--- config.mk ---
export PLATFORM = sky130hd
export DESIGN_NAME = brick_level_seq
export DESIGN_NICKNAME = d
export VERILOG_FILES = /design/src/rtl/brick_level_seq.sv
export SDC_FILE = /design/constraint.sdc
export NUM_CORES = 1
export LEC_CHECK = 0
export ABC_CLOCK_PERIOD_IN_PS = 3300
export BUFFER_PORTS_ARGS = -buffer_cell sky130_fd_sc_hd__buf_2
export CAP_MARGIN = 20
export CORE_MARGIN = 5
export CORE_UTILIZATION = 58
export DETAILED_ROUTE_END_ITERATION = 10
export PLACE_DENSITY = 0.78
export SYNTH_ARGS = -nofsm -noshare
export SYNTH_HDL_FRONTEND = slang
export SYNTH_SLANG_ARGS = --single-unit
export TNS_END_PERCENT = 100
--- constraint.sdc ---
create_clock -name clk -period 3.3 [get_ports clk]
set_input_delay 0.495 -clock clk [delete_from_list [all_inputs] [get_ports clk]]
set_output_delay 0.495 -clock clk [all_outputs]
set_load 0.01 [all_outputs]
--- src/rtl/brick_level_seq.sv ---
// Game-level sequencer: level progression, lives, game over and the LFSR random-board fill.
// Optional build macro BRICK_LVL_SKIP_EN adds a skipLevel input that wins the level from PLAY.
module brick_level_seq #(
  parameter int unsigned LIVES_INIT = 3,
  parameter int unsigned WIN_FRAMES = 60,
  parameter int unsigned SETTLE_CYC = 4,
  parameter int unsigned GEN_CELLS  = 255,
  parameter logic [7:0]  LFSR_SEED  = 8'hA5
) (
  input  logic       clk,
  input  logic       resetN,
  input  logic       startGame,
  input  logic       frameTick,
  input  logic       noBricks,
  input  logic       ballLost,
`ifdef BRICK_LVL_SKIP_EN
  input  logic       skipLevel,
`endif
  output logic [1:0] lvl,
  output logic       random,
  output logic [7:0] randomIndex,
  output logic [7:0] randomColor,
  output logic       playEnable,
  output logic [1:0] lives,
  output logic       levelDone,
  output logic       gameOver
);

  localparam logic [2:0] S_IDLE = 3'd0;
  localparam logic [2:0] S_PLAY = 3'd1;
  localparam logic [2:0] S_WIN  = 3'd2;
  localparam logic [2:0] S_GEN  = 3'd3;
  localparam logic [2:0] S_OVER = 3'd4;

  localparam int unsigned SW = (SETTLE_CYC < 2) ? 1 : $clog2(SETTLE_CYC + 1);
  localparam int unsigned FW = (WIN_FRAMES < 2) ? 1 : $clog2(WIN_FRAMES + 1);

  logic [2:0]    state;
  logic [7:0]    lfsr;
  logic [SW-1:0] settle_cnt;
  logic [FW-1:0] frame_cnt;
  logic [8:0]    cell_cnt;
  logic          any_brick;

  logic [7:0]    lfsr_next;
  logic [7:0]    cell_raw;
  logic [7:0]    cell_color;
  logic          last_cell;
  logic          settled;
  logic          win_req;

  function automatic logic [7:0] color_map(input logic [2:0] sel);
    logic [7:0] c;
    case (sel)
      3'd3:    c = 8'h6D;
      3'd4:    c = 8'h1C;
      3'd5:    c = 8'hFC;
      3'd6:    c = 8'hE0;
      3'd7:    c = 8'h1F;
      default: c = 8'hFF;
    endcase
    return c;
  endfunction

  always_comb begin
    lfsr_next  = {lfsr[6:0], lfsr[7] ^ lfsr[5] ^ lfsr[4] ^ lfsr[3]};
    cell_raw   = color_map(lfsr[2:0]);
    last_cell  = (cell_cnt == 9'(GEN_CELLS - 1));
    // An all-empty board would be won instantly, so the last cell becomes a brick if needed.
    cell_color = (last_cell && !any_brick && (cell_raw == 8'hFF)) ? 8'h6D : cell_raw;
    settled    = (settle_cnt == '0);
    win_req    = noBricks && settled;
`ifdef BRICK_LVL_SKIP_EN
    win_req    = win_req || skipLevel;
`endif
  end

  always_ff @(posedge clk or negedge resetN) begin
    if (!resetN) begin
      state       <= S_IDLE;
      lvl         <= '0;
      random      <= 1'b0;
      randomIndex <= '0;
      randomColor <= '1;
      playEnable  <= 1'b0;
      lives       <= '0;
      levelDone   <= 1'b0;
      gameOver    <= 1'b0;
      lfsr        <= LFSR_SEED;
      settle_cnt  <= '0;
      frame_cnt   <= '0;
      cell_cnt    <= '0;
      any_brick   <= 1'b0;
    end else begin
      levelDone <= 1'b0;
      case (state)
        S_IDLE, S_OVER: begin
          if (startGame) begin
            lvl        <= 2'd1;
            lives      <= 2'(LIVES_INIT);
            gameOver   <= 1'b0;
            state      <= S_PLAY;
            playEnable <= 1'b1;
            settle_cnt <= SW'(SETTLE_CYC);
          end
        end

        S_PLAY: begin
          if (!settled) settle_cnt <= settle_cnt - 1'b1;
          // A win in the same cycle as a ball loss takes priority; no life is lost.
          if (win_req) begin
            state      <= S_WIN;
            playEnable <= 1'b0;
            levelDone  <= 1'b1;
            frame_cnt  <= '0;
          end else if (ballLost) begin
            if (lives > 2'd1) begin
              lives <= lives - 2'd1;
            end else begin
              lives      <= '0;
              state      <= S_OVER;
              playEnable <= 1'b0;
              gameOver   <= 1'b1;
            end
          end
        end

        S_WIN: begin
          if (frame_cnt == FW'(WIN_FRAMES)) begin
            frame_cnt <= '0;
            if (lvl == 2'd1) begin
              lvl        <= 2'd2;
              state      <= S_PLAY;
              playEnable <= 1'b1;
              settle_cnt <= SW'(SETTLE_CYC);
            end else begin
              lvl       <= 2'd3;
              state     <= S_GEN;
              random    <= 1'b1;
              cell_cnt  <= '0;
              any_brick <= 1'b0;
            end
          end else if (frameTick) begin
            frame_cnt <= frame_cnt + 1'b1;
          end
        end

        S_GEN: begin
          randomIndex <= cell_cnt[7:0];
          randomColor <= cell_color;
          lfsr        <= lfsr_next;
          cell_cnt    <= cell_cnt + 1'b1;
          if (cell_color != 8'hFF) any_brick <= 1'b1;
          if (last_cell) begin
            random     <= 1'b0;
            state      <= S_PLAY;
            playEnable <= 1'b1;
            settle_cnt <= SW'(SETTLE_CYC);
          end
        end

        default: state <= S_IDLE;
      endcase
    end
  end

endmodule

# After elaboration in Yosys (flattened, before gate mapping)
# Cells that the tools add are included.
# word_totals
wordCells	127
regBits	54
input_bits	6
out_inout_bits	24
# classes
reduce_logical	22
n_mux	55
eq_ne	28
order_cmp	1
bitwise_logic	3
add_sub_neg	4
# ops
operator	n
case mux 8 bit (5 select lines)	1
2-to-1 mux 3 bit	11
case mux 3 bit (4 select lines)	2
inequality test 2 bit (second input constant)	11
2-to-1 mux 1 bit	20
2-to-1 mux 6 bit	3
2-to-1 mux 9 bit	2
case mux 9 bit (2 select lines)	1
== test 3 bit (second input constant)	5
2-to-1 mux 2 bit	7
case mux 6 bit (2 select lines)	1
AND reduction 4 bit	3
AND reduction 5 bit	2
adder 9 x 1 -> 9 bit (second input constant)	1
== test 3 x 2 -> 1 bit (second input constant)	3
== test 9 x 8 -> 1 bit (second input constant)	1
inequality test 3 bit (second input constant)	3
AND reduction 3 bit	3
== test 8 bit (second input constant)	1
2-to-1 mux 8 bit	1
inequality test 8 bit (second input constant)	1
case mux 2 bit (2 select lines)	2
nonzero test 2 bit	4
AND reduction 7 bit	1
16 further kinds	23

# Logic depth before layout (Yosys ltp)
# Gate-level depths: netlist (run 1).
# depth
depth_word	8
ltp_mapped	7
mapped_depth_nobuf	7

# Least setup slack after synthesis (run 1)
# Ideal clock, no wire load.
# synth_timing
kind	flip-flop to flip-flop
startpoint	reg state[1]
endpoint	reg playEnable
arrival_ns	1.707
required_time_ns	3.175
setup_time_ns	0.125
synth_period_minus_slack_ns	1.832
path_buffers	2
stages_incl_launch_ff	8
slack_ns	1.468
cell_sequence	dfrtp_1 > buf_6 > or3b_1 > buf_6 > and2b_1 > o21ai_0 > nand3_1 > mux2_2
# synth_via
elab_chain_len	4
elab_cells_between_ends	15
classes_between	10 x eq/ne; 1 x mux; 4 x reduce/logical
# synth_rtl
element	line	rtl
from (decl)	38	logic [2:0] state;
from (signal assigned)	80	state <= S_IDLE;
from (signal assigned)	102	state <= S_PLAY;
from (signal assigned)	112	state <= S_WIN;
== test 3 bit / logical NOT 3 bit (equally long branches)	96	case (state)
OR reduction 2 bit	96	
nonzero test 4 bit (no source line) / inequality test 2 bit (equally long branches)	--	
AND reduction 7 bit (no source line)	--	
to (signal assigned)	103	playEnable <= 1'b1;
to (signal assigned)	113	playEnable <= 1'b0;
to (signal assigned)	122	playEnable <= 1'b0;
to (decl)	23	output logic playEnable,
# Parallel ways exist; a longest one is shown, timed or not.
# A chain may end at the register's enable or synchronous reset.

# Worst setup path after layout (run 1)
# layout_timing
startpoint	reg state[1]
endpoint	reg random
# layout_via
elab_chain_len	3
elab_cells_between_ends	8
classes_between	5 x eq/ne; 1 x mux; 2 x reduce/logical
# layout_rtl
element	line	rtl
== test 3 x 2 -> 1 bit	96	
inequality test 2 bit (no source line) / nonzero test 2 bit (equally long branches)	--	
AND reduction 4 bit (no source line)	--	
to (signal assigned)	82	random <= 1'b0;
to (signal assigned)	139	random <= 1'b1;
to (signal assigned)	155	random <= 1'b0;
to (decl)	20	output logic random,
# Parallel ways exist; a longest one is shown, timed or not.

==> results of run 1 <==
==> final cells by class <==
| cell class | count | area share (%) |
|---|---|---|
| flip-flops and latches | 52 | 47.6 |
| multi-input cells | 191 | 39.3 |
| repair buffers | 31 | 5.80 |
| clock buffers | 7 | 3.13 |
| well taps | 52 | 2.36 |
| inverters | 11 | 1.50 |
| clock inverters | 1 | 0.272 |
==> cells in the mapped netlist (3+ instances only) <==
master and instances:
sky130_fd_sc_hd__xor2_1 9, sky130_fd_sc_hd__inv_1 11, sky130_fd_sc_hd__xnor2_1 3, sky130_fd_sc_hd__nand3_1 12
sky130_fd_sc_hd__a21oi_1 7, sky130_fd_sc_hd__nand2_1 61, sky130_fd_sc_hd__nor2b_1 4, sky130_fd_sc_hd__nor2_1 22
sky130_fd_sc_hd__a31oi_1 4, sky130_fd_sc_hd__nand2b_1 4, sky130_fd_sc_hd__nand4_1 4, sky130_fd_sc_hd__dfrtp_1 42
sky130_fd_sc_hd__o21ai_0 18, sky130_fd_sc_hd__and3_1 6, sky130_fd_sc_hd__dfstp_2 10, sky130_fd_sc_hd__ha_1 6
sky130_fd_sc_hd__clkbuf_1 6, sky130_fd_sc_hd__mux2_2 3
==> sequential cells by signal, indices dropped and copies added (netlist names) <==
signal       cells
randomColor      6
lives            2
cell_cnt         9
settle_cnt       3
playEnable       1
frame_cnt        6
any_brick        1
lvl              2
randomIndex      8
random           1
levelDone        1
lfsr             8
state            3
gameOver         1
==> kinds of logic (layout without fill, tap and decap cells) <==
family	after synthesis	count (layout)
mux	3	3
simple gates	125	125
xor+xnor	12	12
buf+inv	23	50
fa+ha+maj	6	6
compound gates	45	45
flops	52	52
==> metrics by stage <==
stage	area, sq um	util [%]	total power, mW
global placement	2670	62.5	1.60
detailed placement	2670	62.5	1.62
finish	2760	64.7	1.98
CTS	2760	64.7	1.99
global route	2760	64.7	2.15
floorplan	2510	-	1.44
==> final timing paths <==
| path | from | to | slack (ns) | depth (start not counted) |
|---|---|---|---|---|
| max | state[1]$_DFFE_PN0P_ | random$_DFFE_PN0P_ | 1.24 | 5 |
| min | resetN | settle_cnt[0]$_DFFE_PN0P_ | 0.25 | 1 |
| max reg2reg | state[1]$_DFFE_PN0P_ | random$_DFFE_PN0P_ | 1.24 | 5 |
| min reg2reg | lfsr[7]$_DFFE_PN1P_ | lfsr[7]$_DFFE_PN1P_ | 0.47 | 2 |
| min in group clk | lfsr[7]$_DFFE_PN1P_ | lfsr[7]$_DFFE_PN1P_ | 0.47 | 2 |
| max in group asynchronous | resetN | lfsr[5]$_DFFE_PN1P_ | 2.26 | 2 |
==> metal layers <==
metal / vias up / GRT usage (%) / routed length [um]
met1: 861 / 24.9 / 2160
met2: 49 / 29.6 / 2010
met3: 8 / 4.22 / 275
met5: - / 0 / 0
met4: 0 / 7.18 / 80
li1: 949 / - / -
==> power groups by stage <==
stage                     clock [mW]  sequential [mW]  combinational (mW)
after floorplan                    0            0.919               0.526
after global placement             0            0.923               0.672
after detailed placement           0            0.927               0.690
after CTS                      0.384            0.917               0.694
after global routing           0.408            0.946               0.793
final                          0.373            0.915               0.686
==> worst max-delay path, cell delays in order (launching register included) <==
cell                       delay (ns)
sky130_fd_sc_hd__dfrtp_1         0.47
sky130_fd_sc_hd__nor2b_1         0.43
sky130_fd_sc_hd__nor2b_1         0.33
sky130_fd_sc_hd__nand2b_1        0.17
sky130_fd_sc_hd__nor2_1          0.41
sky130_fd_sc_hd__o22a_1          0.20
==> Implementation_results.wiki, run 1 <==
{| class="wikitable"
! Metric !! Value
|-
| Flop pwr share || 46.3%
|-
| First-iteration detailed-routing DRC count || between 100 and 150
|-
| Crit path time final || 2.06 ns
|-
| Via density per instance || 5.41
|-
| Number of detailed-routing iterations run before antenna repair || 4
|-
| Max-Slew Margin vs Limit || 46.9%
|-
| Largest net degree at the start of global routing || 35
|-
| Synth Area in Compound Gates || 11.7%
|-
| Endpoint class of the critical path || flip-flop
|-
| Multi-input combinational cell area || 0.00109 sq mm
|-
| Post-Synthesis Net Count || 278
|-
| Required arrival time at the worst endpoint || 3.55 ns
|-
| Sequential cell area fraction in the yosys report || 52.3%
|-
| Critical Setup Path Class || flip-flop to flip-flop
|-
| Buffers inserted during post-CTS setup optimization || 0
|-
| Total Routing Usage GR || 18.7%
|-
| Top cells by area in the synthesized netlist || sky130_fd_sc_hd__dfrtp_1 (42%), sky130_fd_sc_hd__dfstp_2 (10%), sky130_fd_sc_hd__nand2_1 (9.1%), sky130_fd_sc_hd__o21ai_0 (3.6%), sky130_fd_sc_hd__nor2_1 (3.3%)
|-
| Share of synthesized cell area in and, or, nand and nor gates || 23.0%
|-
| RSZ-0062 raised after global routing || false
|-
| Commonest non-fill, non-tap cell in the layout || sky130_fd_sc_hd__nand2_1
|-
| Count of maximum capacitance violations || 0
|-
| Flip-flop cell with the highest count after synthesis || sky130_fd_sc_hd__dfrtp_1
|-
| Ratio of cells with drive above 1 in the final layout || 18.8%
|-
| Routed wire length per instance || 13.1 um
|-
| Share of cell area taken by muxes after synthesis || 1.35%
|-
| Distinct cells, synth || 43
|-
| Pre-CTS worst setup slack || 1.25 ns
|-
| Areal power density over the cells || between 700 and 800 mW/mm^2
|-
| Count of endpoints failing setup in the final report || 0
|-
| Antenna violations before repair || 0
|-
| Number of enable-type register cells in the synthesized netlist || 0
|-
| Post-synthesis instance area || 0.00251 sq mm
|-
| Fraction of synthesized cell area taken by the top area cell type || a little over two fifths
|-
| Placed cell count || 337
|-
| FF+latch area || 0.00131 sq mm
|-
| DIE WIDTH || approximately 76 um
|-
| Max VDD drop || 0.425 mV
|-
| Clock Root Buffer || sky130_fd_sc_hd__clkbuf_8
|-
| Wire length of the first global-routing pass || 8110 um
|-
| Area inside the core boundary || roughly 0.0043 sq mm
|-
| Num CTS Buffers || 5
|-
| Number of top-level pins || 30
|-
| Most frequent cells in the layout || sky130_fd_sc_hd__nand2_1 (61), sky130_fd_sc_hd__dfrtp_1 (42), sky130_fd_sc_hd__buf_2 (29)
|-
| Latest clock arrival within the worst-skew pair || 0.31 ns
|-
| Startpoint kind of the worst setup timing path || flip-flop
|-
| Maximum clock frequency || 485 MHz
|-
| Clock network fraction of total power || between 10% and 20%
|-
| Vias in the first global route || roughly 1800
|-
| NetSw || approximately 740 uW
|-
| Sum of negative setup slack || 0 ns
|-
| Final hold violations || 0
|-
| Path class of the lowest-slack min-delay path || input pin to asynchronous set/reset pin
|-
| Int Pwr || 1.24 mW
|-
| Clock transition at the registers of the reported paths || 0.09 ns
|-
| Final period util || 62.5%
|-
| Area growth from synthesis to final layout || 9.92%
|-
| Post-CTS Hold Fix Bufs || 0
|-
| Vias || 1867
|-
| Warnings from Yosys || 0
|-
| Total Nets Final || 304
|-
| Share of synthesized cell area in full adder, half adder and majority cells || 2.99%
|-
| GR Overflow Total || 0
|-
| Tightest Pin Transition || 0.794 ns
|-
| Number of sinks on the clock net || 52
|-
| DIE HEIGHT || 75.8 um
|-
| Clock Skew || 0.00559 ns
|-
| Worst hold slack || 0.247 ns
|-
| Routability congestion estimate || about 0.84
|-
| Diodes inserted || 0
|-
| Total of fill cells in the finished design || 355
|-
| P_leak || 1.37 nW
|-
| CTS H-tree lvls || 2
|-
| Total wire length || 4520 um
|-
| Switching part of the total power || 37.3%
|-
| Post-CTS sizing || 0
|-
| Combinational family with the most area after synthesis || simple AND/OR/NAND/NOR gates
|-
| Synthesized flop and latch total || 52
|-
| Die Outline Area || 0.00575 sq mm
|-
| Number of instances in the synthesized netlist || 266
|-
| Setup slack after layout || ~1.2 ns
|-
| Standard-cell row count || 24
|-
| Yosys top cell by area || sky130_fd_sc_hd__dfrtp_1
|-
| Clock Tree Buf Depth || 2
|-
| ANT nets after route || 0
|-
| Async S/R FF share, synth || 100%
|-
| Synth Area in XOR/XNOR || between 4 and 5%
|-
| Mean Syn Cell Area || 9.44 sq um
|-
| Port-buffer cells || 29
|-
| CP Max Fanout || 9
|-
| Detailed placement HPWL || 3260 um
|-
| TritonCTS clock tree || yes
|-
| DRC violations left || 0
|-
| Finished Layout Cells || 345
|-
| Initial Util || roughly three fifths
|-
| Pins Over Slew Limit || 0
|-
| Relative contribution of combinational cells to total power || between 30% and 40%
|-
| Outcome || finished, final reports clean
|-
| Arrival time worst endpoint || 2.31 ns
|}
Power figures use the tool's default switching activity.
==> run 2: changes to the inputs <==
- ABC_CLOCK_PERIOD_IN_PS: 3300 -> 2040
- CORE_UTILIZATION: 58 -> 57
- PLACE_DENSITY: 0.78 -> 0.77
- clock period: 3.3 -> 2.04 ns (I/O delays scaled with it)
==> Implementation_results.wiki, run 2 (synthesized netlist as in run 1, its figures left out) <==
{| class="wikitable"
! Metric !! Value
|-
| Standard-cell row count || 24 (unchanged)
|-
| Clock Tree Buf Depth || 2 (unchanged)
|-
| FF-to-FF setup slack || 0.17 ns (was 1.24 ns)
|-
| Total wire length || 4780 um (was 4520 um)
|-
| Antenna violations before repair || 0 (unchanged)
|-
| Area inside the core boundary || 0.00432 sq mm (was 0.00426 sq mm)
|-
| Initial Util || 58.1% (was 58.9%)
|-
| Most frequent cells in the layout || sky130_fd_sc_hd__nand2_1 (61), sky130_fd_sc_hd__dfrtp_1 (42), sky130_fd_sc_hd__buf_2 (29) (unchanged)
|-
| Via density per instance || 5.49 (was 5.41)
|-
| Count of maximum capacitance violations || 0 (unchanged)
|-
| Total power || 3.22 mW (was 1.98 mW)
|-
| Latest clock arrival within the worst-skew pair || 0.30 ns (was 0.31 ns)
|-
| RSZ-0062 raised after global routing || false (unchanged)
|-
| Total Routing Usage GR || 18.2% (was 18.7%)
|-
| Crit path time final || 1.87 ns (was 2.06 ns)
|-
| First-iteration detailed-routing DRC count || 138 (was 128)
|-
| Top flop regs || cell_cnt: 9 flops, lfsr: 8 flops, randomIndex: 8 flops (unchanged)
|-
| Areal power density over the cells || 1150 mW/mm^2 (was 716 mW/mm^2)
|-
| Max VDD drop || 0.828 mV (was 0.425 mV)
|-
| Ratio of cells with drive above 1 in the final layout || 20.7% (was 18.8%)
|-
| Path class of the lowest-slack min-delay path || input pin to asynchronous set/reset pin (unchanged)
|-
| Number of detailed-routing iterations run before antenna repair || 4 (unchanged)
|-
| Wire length of the first global-routing pass || 8740 um (was 8110 um)
|-
| Max-Slew Margin vs Limit || 57.7% (was 46.9%)
|-
| Final hold violations || 0 (unchanged)
|-
| Clock Root Buffer || sky130_fd_sc_hd__clkbuf_8 (unchanged)
|-
| Endpoint class of the critical path || flip-flop (unchanged)
|-
| Detailed placement HPWL || 3500 um (was 3260 um)
|-
| Buffers inserted during post-CTS setup optimization || 0 (unchanged)
|-
| CTS H-tree lvls || 2 (unchanged)
|-
| Maximum clock frequency || 536 MHz (was 485 MHz)
|-
| Required arrival time at the worst endpoint || 2.27 ns (was 3.55 ns)
|-
| Vias in the first global route || 1904 (was 1792)
|-
| Count of endpoints failing setup in the final report || 0 (unchanged)
|-
| Largest register FFs || 9 (unchanged)
|-
| DIE WIDTH || 76.4 um (was 75.8 um)
|-
| Sum of negative setup slack || 0 ns (unchanged)
|-
| Area growth from synthesis to final layout || 11.4% (was 9.92%)
|-
| Num CTS Buffers || 5 (unchanged)
|-
| Pins Over Slew Limit || 0 (unchanged)
|-
| Number of top-level pins || 30 (unchanged)
|-
| Startpoint kind of the worst setup timing path || flip-flop (unchanged)
|-
| DIE HEIGHT || 76.4 um (was 75.8 um)
|-
| Most flops, register || cell_cnt (unchanged)
|-
| Commonest non-fill, non-tap cell in the layout || sky130_fd_sc_hd__nand2_1 (unchanged)
|-
| TritonCTS clock tree || yes (unchanged)
|-
| Clock Skew || 0.00654 ns (was 0.00559 ns)
|-
| Post-CTS Hold Fix Bufs || 0 (unchanged)
|-
| P_leak || 1.40 nW (was 1.37 nW)
|-
| Outcome || finished, final reports clean (unchanged)
|-
| Vias || 1927 (was 1867)
|-
| Routability congestion estimate || 0.810 (was 0.840)
|-
| Number of sinks on the clock net || 52 (unchanged)
|-
| ANT nets after route || 0 (unchanged)
|-
| CP Max Fanout || 9 (unchanged)
|-
| Arrival time worst endpoint || 2.09 ns (was 2.31 ns)
|-
| Final period util || 91.4% (was 62.5%)
|-
| Diodes inserted || 0 (unchanged)
|-
| Die Outline Area || 0.00583 sq mm (was 0.00575 sq mm)
|-
| Routed wire length per instance || 13.6 um (was 13.1 um)
|-
| Post-CTS sizing || 0 (unchanged)
|-
| Total Nets Final || 310 (was 304)
|-
| Critical Setup Path Class || flip-flop to flip-flop (unchanged)
|-
| Tightest Pin Transition || 0.634 ns (was 0.794 ns)
|-
| Largest net degree at the start of global routing || 53 (was 35)
|-
| DRC violations left || 0 (unchanged)
|-
| GR Overflow Total || 0 (unchanged)
|-
| Port-buffer cells || 29 (unchanged)
|-
| Clock transition at the registers of the reported paths || 0.09 ns (about the same)
|}
-- run 2: final timing paths --
kind / cells past startpoint / endpoint / start
worst max-delay path: 5 / frame_cnt[3]$_DFFE_PN0P_ / state[1]$_DFFE_PN0P_
worst min-delay path: 2 / settle_cnt[1]$_DFFE_PN0P_ / resetN
worst max register to register: 5 / frame_cnt[3]$_DFFE_PN0P_ / state[1]$_DFFE_PN0P_
worst min register to register: 2 / randomIndex[1]$_DFFE_PN0P_ / randomIndex[1]$_DFFE_PN0P_
max in group asynchronous: 2 / frame_cnt[4]$_DFFE_PN0P_ / resetN
min in group clk: 3 / frame_cnt[0]$_DFFE_PN0P_ / frameTick
-- run 2: area by class of cell --
type,count,area (sq um)
inverters,11,41.3
well taps,52,65.1
flip-flops and latches,52,1310
clock buffers,5,68.8
fillers,371,1530
repair buffers,37,205
clock inverters,3,13.8
multi-input cells,191,1090
-- run 2: metal layers --
| layer | up-vias | part of all wire [%] | GRT usage [%] | wire, um |
|---|---|---|---|---|
| li1 | 960 | - | - | - |
| met1 | 925 | 45 | 23.2 | 2140 |
| met2 | 35 | 49 | 30.0 | 2320 |
| met3 | 7 | 4.8 | 4.37 | 228 |
| met4 | 0 | 1.9 | 6.99 | 91 |
| met5 | - | 0 | 0 | 0 |
-- run 2: report_power, final --
part | leakage [nW] | switching [mW] | total (mW) | internal, mW
Combinational | 0.700 | 0.684 | 1.19 | 0.505
Sequential | 0.651 | 0.190 | 1.47 | 1.28
Clock | 0.0453 | 0.326 | 0.560 | 0.234
-- run 2: critical path: stages (launching register included) --
cell,delay [ns]
sky130_fd_sc_hd__dfrtp_1,0.46
sky130_fd_sc_hd__or3b_4,0.48
sky130_fd_sc_hd__o21ai_4,0.19
sky130_fd_sc_hd__nand2_4,0.09
sky130_fd_sc_hd__or4_1,0.48
sky130_fd_sc_hd__o21ai_1,0.10
-- run 2: through the flow --
step,instance area [sq um],cells,util [%],setup slack (ns),hold slack (ns)
after floorplan,2510,266,-,0.208,0.0104
after global placement,2710,343,62.7,0.166,0.448
after detailed placement,2710,343,62.7,0.0953,0.456
after CTS,2790,351,64.6,0.0862,0.122
after global routing,2800,351,64.7,0.0701,0.153
final,2800,351,64.7,0.174,0.0988
==> run 3: changes to the inputs <==
- CORE_UTILIZATION: 57 -> 43
- PLACE_DENSITY: 0.77 -> 0.61
==> Implementation_results.wiki, run 3 (synthesized netlist as in run 1, its figures left out) <==
{| class="wikitable"
! Metric !! Value
|-
| Outcome || complete, but fails checks (was finished, final reports clean)
|-
| Violations in the final reports || hold timing
|-
| CP Max Fanout || 9 (unchanged)
|-
| Total wire length || 4760 um (was 4780 um)
|-
| DIE WIDTH || 86.4 um (was 76.4 um)
|-
| Standard-cell row count || 27 (was 24)
|-
| End of the worst register-to-register path || playEnable$_DFFE_PN0P_ (was frame_cnt[3]$_DFFE_PN0P_)
|-
| Commonest non-fill, non-tap cell in the layout || sky130_fd_sc_hd__nand2_1 (unchanged)
|-
| Area growth from synthesis to final layout || 13.9% (was 11.4%)
|-
| Clock Tree Buf Depth || 2 (unchanged)
|-
| Startpoint kind of the worst setup timing path || flip-flop (unchanged)
|-
| ANT nets after route || 0 (unchanged)
|-
| Crit path time final || 1.89 ns (was 1.87 ns)
|-
| Area inside the core boundary || 0.00561 sq mm (was 0.00432 sq mm)
|-
| Via density per instance || 5.11 (was 5.49)
|-
| Routed wire length per instance || 12.8 um (was 13.6 um)
|-
| Number of top-level pins || 30 (unchanged)
|-
| Clock Root Buffer || sky130_fd_sc_hd__clkbuf_8 (unchanged)
|-
| Final period util || 92.7% (was 91.4%)
|-
| Total Routing Usage GR || 13.9% (was 18.2%)
|-
| Number of detailed-routing iterations run before antenna repair || 4 (unchanged)
|-
| Arrival time worst endpoint || 2.08 ns (was 2.09 ns)
|-
| FF-to-FF setup slack || 0.15 ns (was 0.17 ns)
|-
| Worst hold slack || -0.00854 ns (was 0.0988 ns)
|-
| Largest register FFs || 9 (unchanged)
|-
| Max-Slew Margin vs Limit || 62.0% (was 57.7%)
|-
| Count of endpoints failing setup in the final report || 0 (unchanged)
|-
| Most frequent cells in the layout || sky130_fd_sc_hd__nand2_1 (61), sky130_fd_sc_hd__dfrtp_1 (42), sky130_fd_sc_hd__buf_2 (29) (unchanged)
|-
| GR Overflow Total || 0 (unchanged)
|-
| Pre-CTS worst setup slack || 0.167 ns (was 0.0953 ns)
|-
| Ratio of cells with drive above 1 in the final layout || 20.7% (unchanged)
|-
| Sum of negative setup slack || 0 ns (unchanged)
|-
| Clock Skew || 0.0143 ns (was 0.00654 ns)
|-
| Buffers inserted during post-CTS setup optimization || 0 (unchanged)
|-
| Tightest Pin Transition || 0.570 ns (was 0.634 ns)
|-
| Setup slack after layout || 0.150 ns (was 0.174 ns)
|-
| R2r worst-path depth || 5 (unchanged)
|-
| Detailed placement HPWL || 3420 um (was 3500 um)
|-
| Endpoint class of the critical path || flip-flop (unchanged)
|-
| Worst reg2reg path startpoint || state[1]$_DFFE_PN0P_ (unchanged)
|-
| Path class of the lowest-slack min-delay path || input pin to asynchronous set/reset pin (unchanged)
|-
| Max VDD drop || 0.541 mV (was 0.828 mV)
|-
| Die Outline Area || 0.00747 sq mm (was 0.00583 sq mm)
|-
| Most flops, register || cell_cnt (unchanged)
|-
| P_leak || 1.41 nW (was 1.40 nW)
|-
| RSZ-0062 raised after global routing || false (unchanged)
|-
| TritonCTS clock tree || yes (unchanged)
|-
| CTS H-tree lvls || 2 (unchanged)
|-
| Port-buffer cells || 29 (unchanged)
|-
| Crit path launch || state[1]$_DFFE_PN0P_ (unchanged)
|-
| Routability congestion estimate || 0.873 (was 0.810)
|-
| Total Nets Final || 310 (unchanged)
|-
| Vias || 1896 (was 1927)
|-
| Post-CTS sizing || 0 (unchanged)
|-
| Critical Setup Path Class || flip-flop to flip-flop (unchanged)
|-
| Vias in the first global route || 1807 (was 1904)
|-
| Top flop regs || cell_cnt: 9 flops, lfsr: 8 flops, randomIndex: 8 flops (unchanged)
|-
| Num CTS Buffers || 5 (unchanged)
|-
| Number of sinks on the clock net || 52 (unchanged)
|-
| Latest clock arrival within the worst-skew pair || 0.31 ns (was 0.30 ns)
|-
| Required arrival time at the worst endpoint || 2.23 ns (was 2.27 ns)
|-
| Diodes inserted || 0 (unchanged)
|-
| Count of maximum capacitance violations || 0 (unchanged)
|-
| First-iteration detailed-routing DRC count || 117 (was 138)
|-
| Antenna violations before repair || 0 (unchanged)
|-
| Final hold violations || 23 (was 0)
|-
| Initial Util || 44.8% (was 58.1%)
|-
| Clock transition at the registers of the reported paths || 0.10 ns (was 0.09 ns)
|-
| Wire length of the first global-routing pass || 8450 um (was 8740 um)
|-
| Post-CTS Hold Fix Bufs || 0 (unchanged)
|-
| Areal power density over the cells || 1170 mW/mm^2 (was 1150 mW/mm^2)
|-
| Largest net degree at the start of global routing || 30 (was 53)
|-
| Pins Over Slew Limit || 0 (unchanged)
|-
| DIE HEIGHT || 86.4 um (was 76.4 um)
|-
| DRC violations left || 0 (unchanged)
|-
| Maximum clock frequency || 529 MHz (was 536 MHz)
|}
## run 3: cell types whose count changed in the layout (fill, tap and decap cells not counted), sizes merged
cell,before,now
clkbuf,5,6
clkinv,3,0
clkinvlp,0,1
inv,11,12
## run 3: per-layer routing
layer	vias to the layer above	routed length (um)	GRT usage, %
met4	0	23	3.82
met5	-	0	0
met1	909	2460	19.5
met3	2	184	2.76
met2	27	2090	21.8
li1	958	-	-
## run 3: worst max path at each step
stage                                   to  slack, ns  depth (start not counted)
floorplan           playEnable$_DFFE_PN0P_       0.21                          7
global placement    playEnable$_DFFE_PN0P_       0.23                          5
detailed placement  playEnable$_DFFE_PN0P_       0.17                          5
CTS                 playEnable$_DFFE_PN0P_       0.16                          5
global route        playEnable$_DFFE_PN0P_      0.002                          5
finish              playEnable$_DFFE_PN0P_       0.15                          5
## run 3: critical path, cell delays in order (launching register included)
cell and delay (ns):
sky130_fd_sc_hd__dfrtp_1 0.46, sky130_fd_sc_hd__or3b_1 0.49, sky130_fd_sc_hd__and2b_1 0.26, sky130_fd_sc_hd__o21ai_0 0.13, sky130_fd_sc_hd__nand3_1 0.12, sky130_fd_sc_hd__mux2_2 0.32
## run 3: power breakdown
group          switching (mW)  internal (mW)  total, mW
Sequential              0.188           1.28       1.46
Combinational           0.694          0.502       1.20
Clock                   0.354          0.321      0.675
## run 3: final cells by class
type | count | area (sq um)
timing repair buffer | 37 | 218
fill | 557 | 2750
sequential | 52 | 1310
inverter | 11 | 41.3
clock buffer | 6 | 93.8
tap | 72 | 90.1
multi-input combinational | 191 | 1090
clock inverter | 2 | 16.3
## run 3: metrics by stage
| step | hold WS [ns] | instances | area (sq um) | total power, mW | utilization [%] |
|---|---|---|---|---|---|
| 2_1_floorplan | 0.0104 | 266 | 2510 | 2.34 | - |
| 3_3_place_gp | 0.341 | 363 | 2750 | 2.66 | 49.0 |
| 3_5_place_dp | 0.341 | 363 | 2750 | 2.70 | 49.0 |
| 4_1_cts | 0.0122 | 371 | 2860 | 3.38 | 51.0 |
| 5_1_grt | 0.0398 | 371 | 2860 | 3.62 | 51.0 |
| 6_report | -0.00854 | 371 | 2860 | 3.34 | 51.0 |
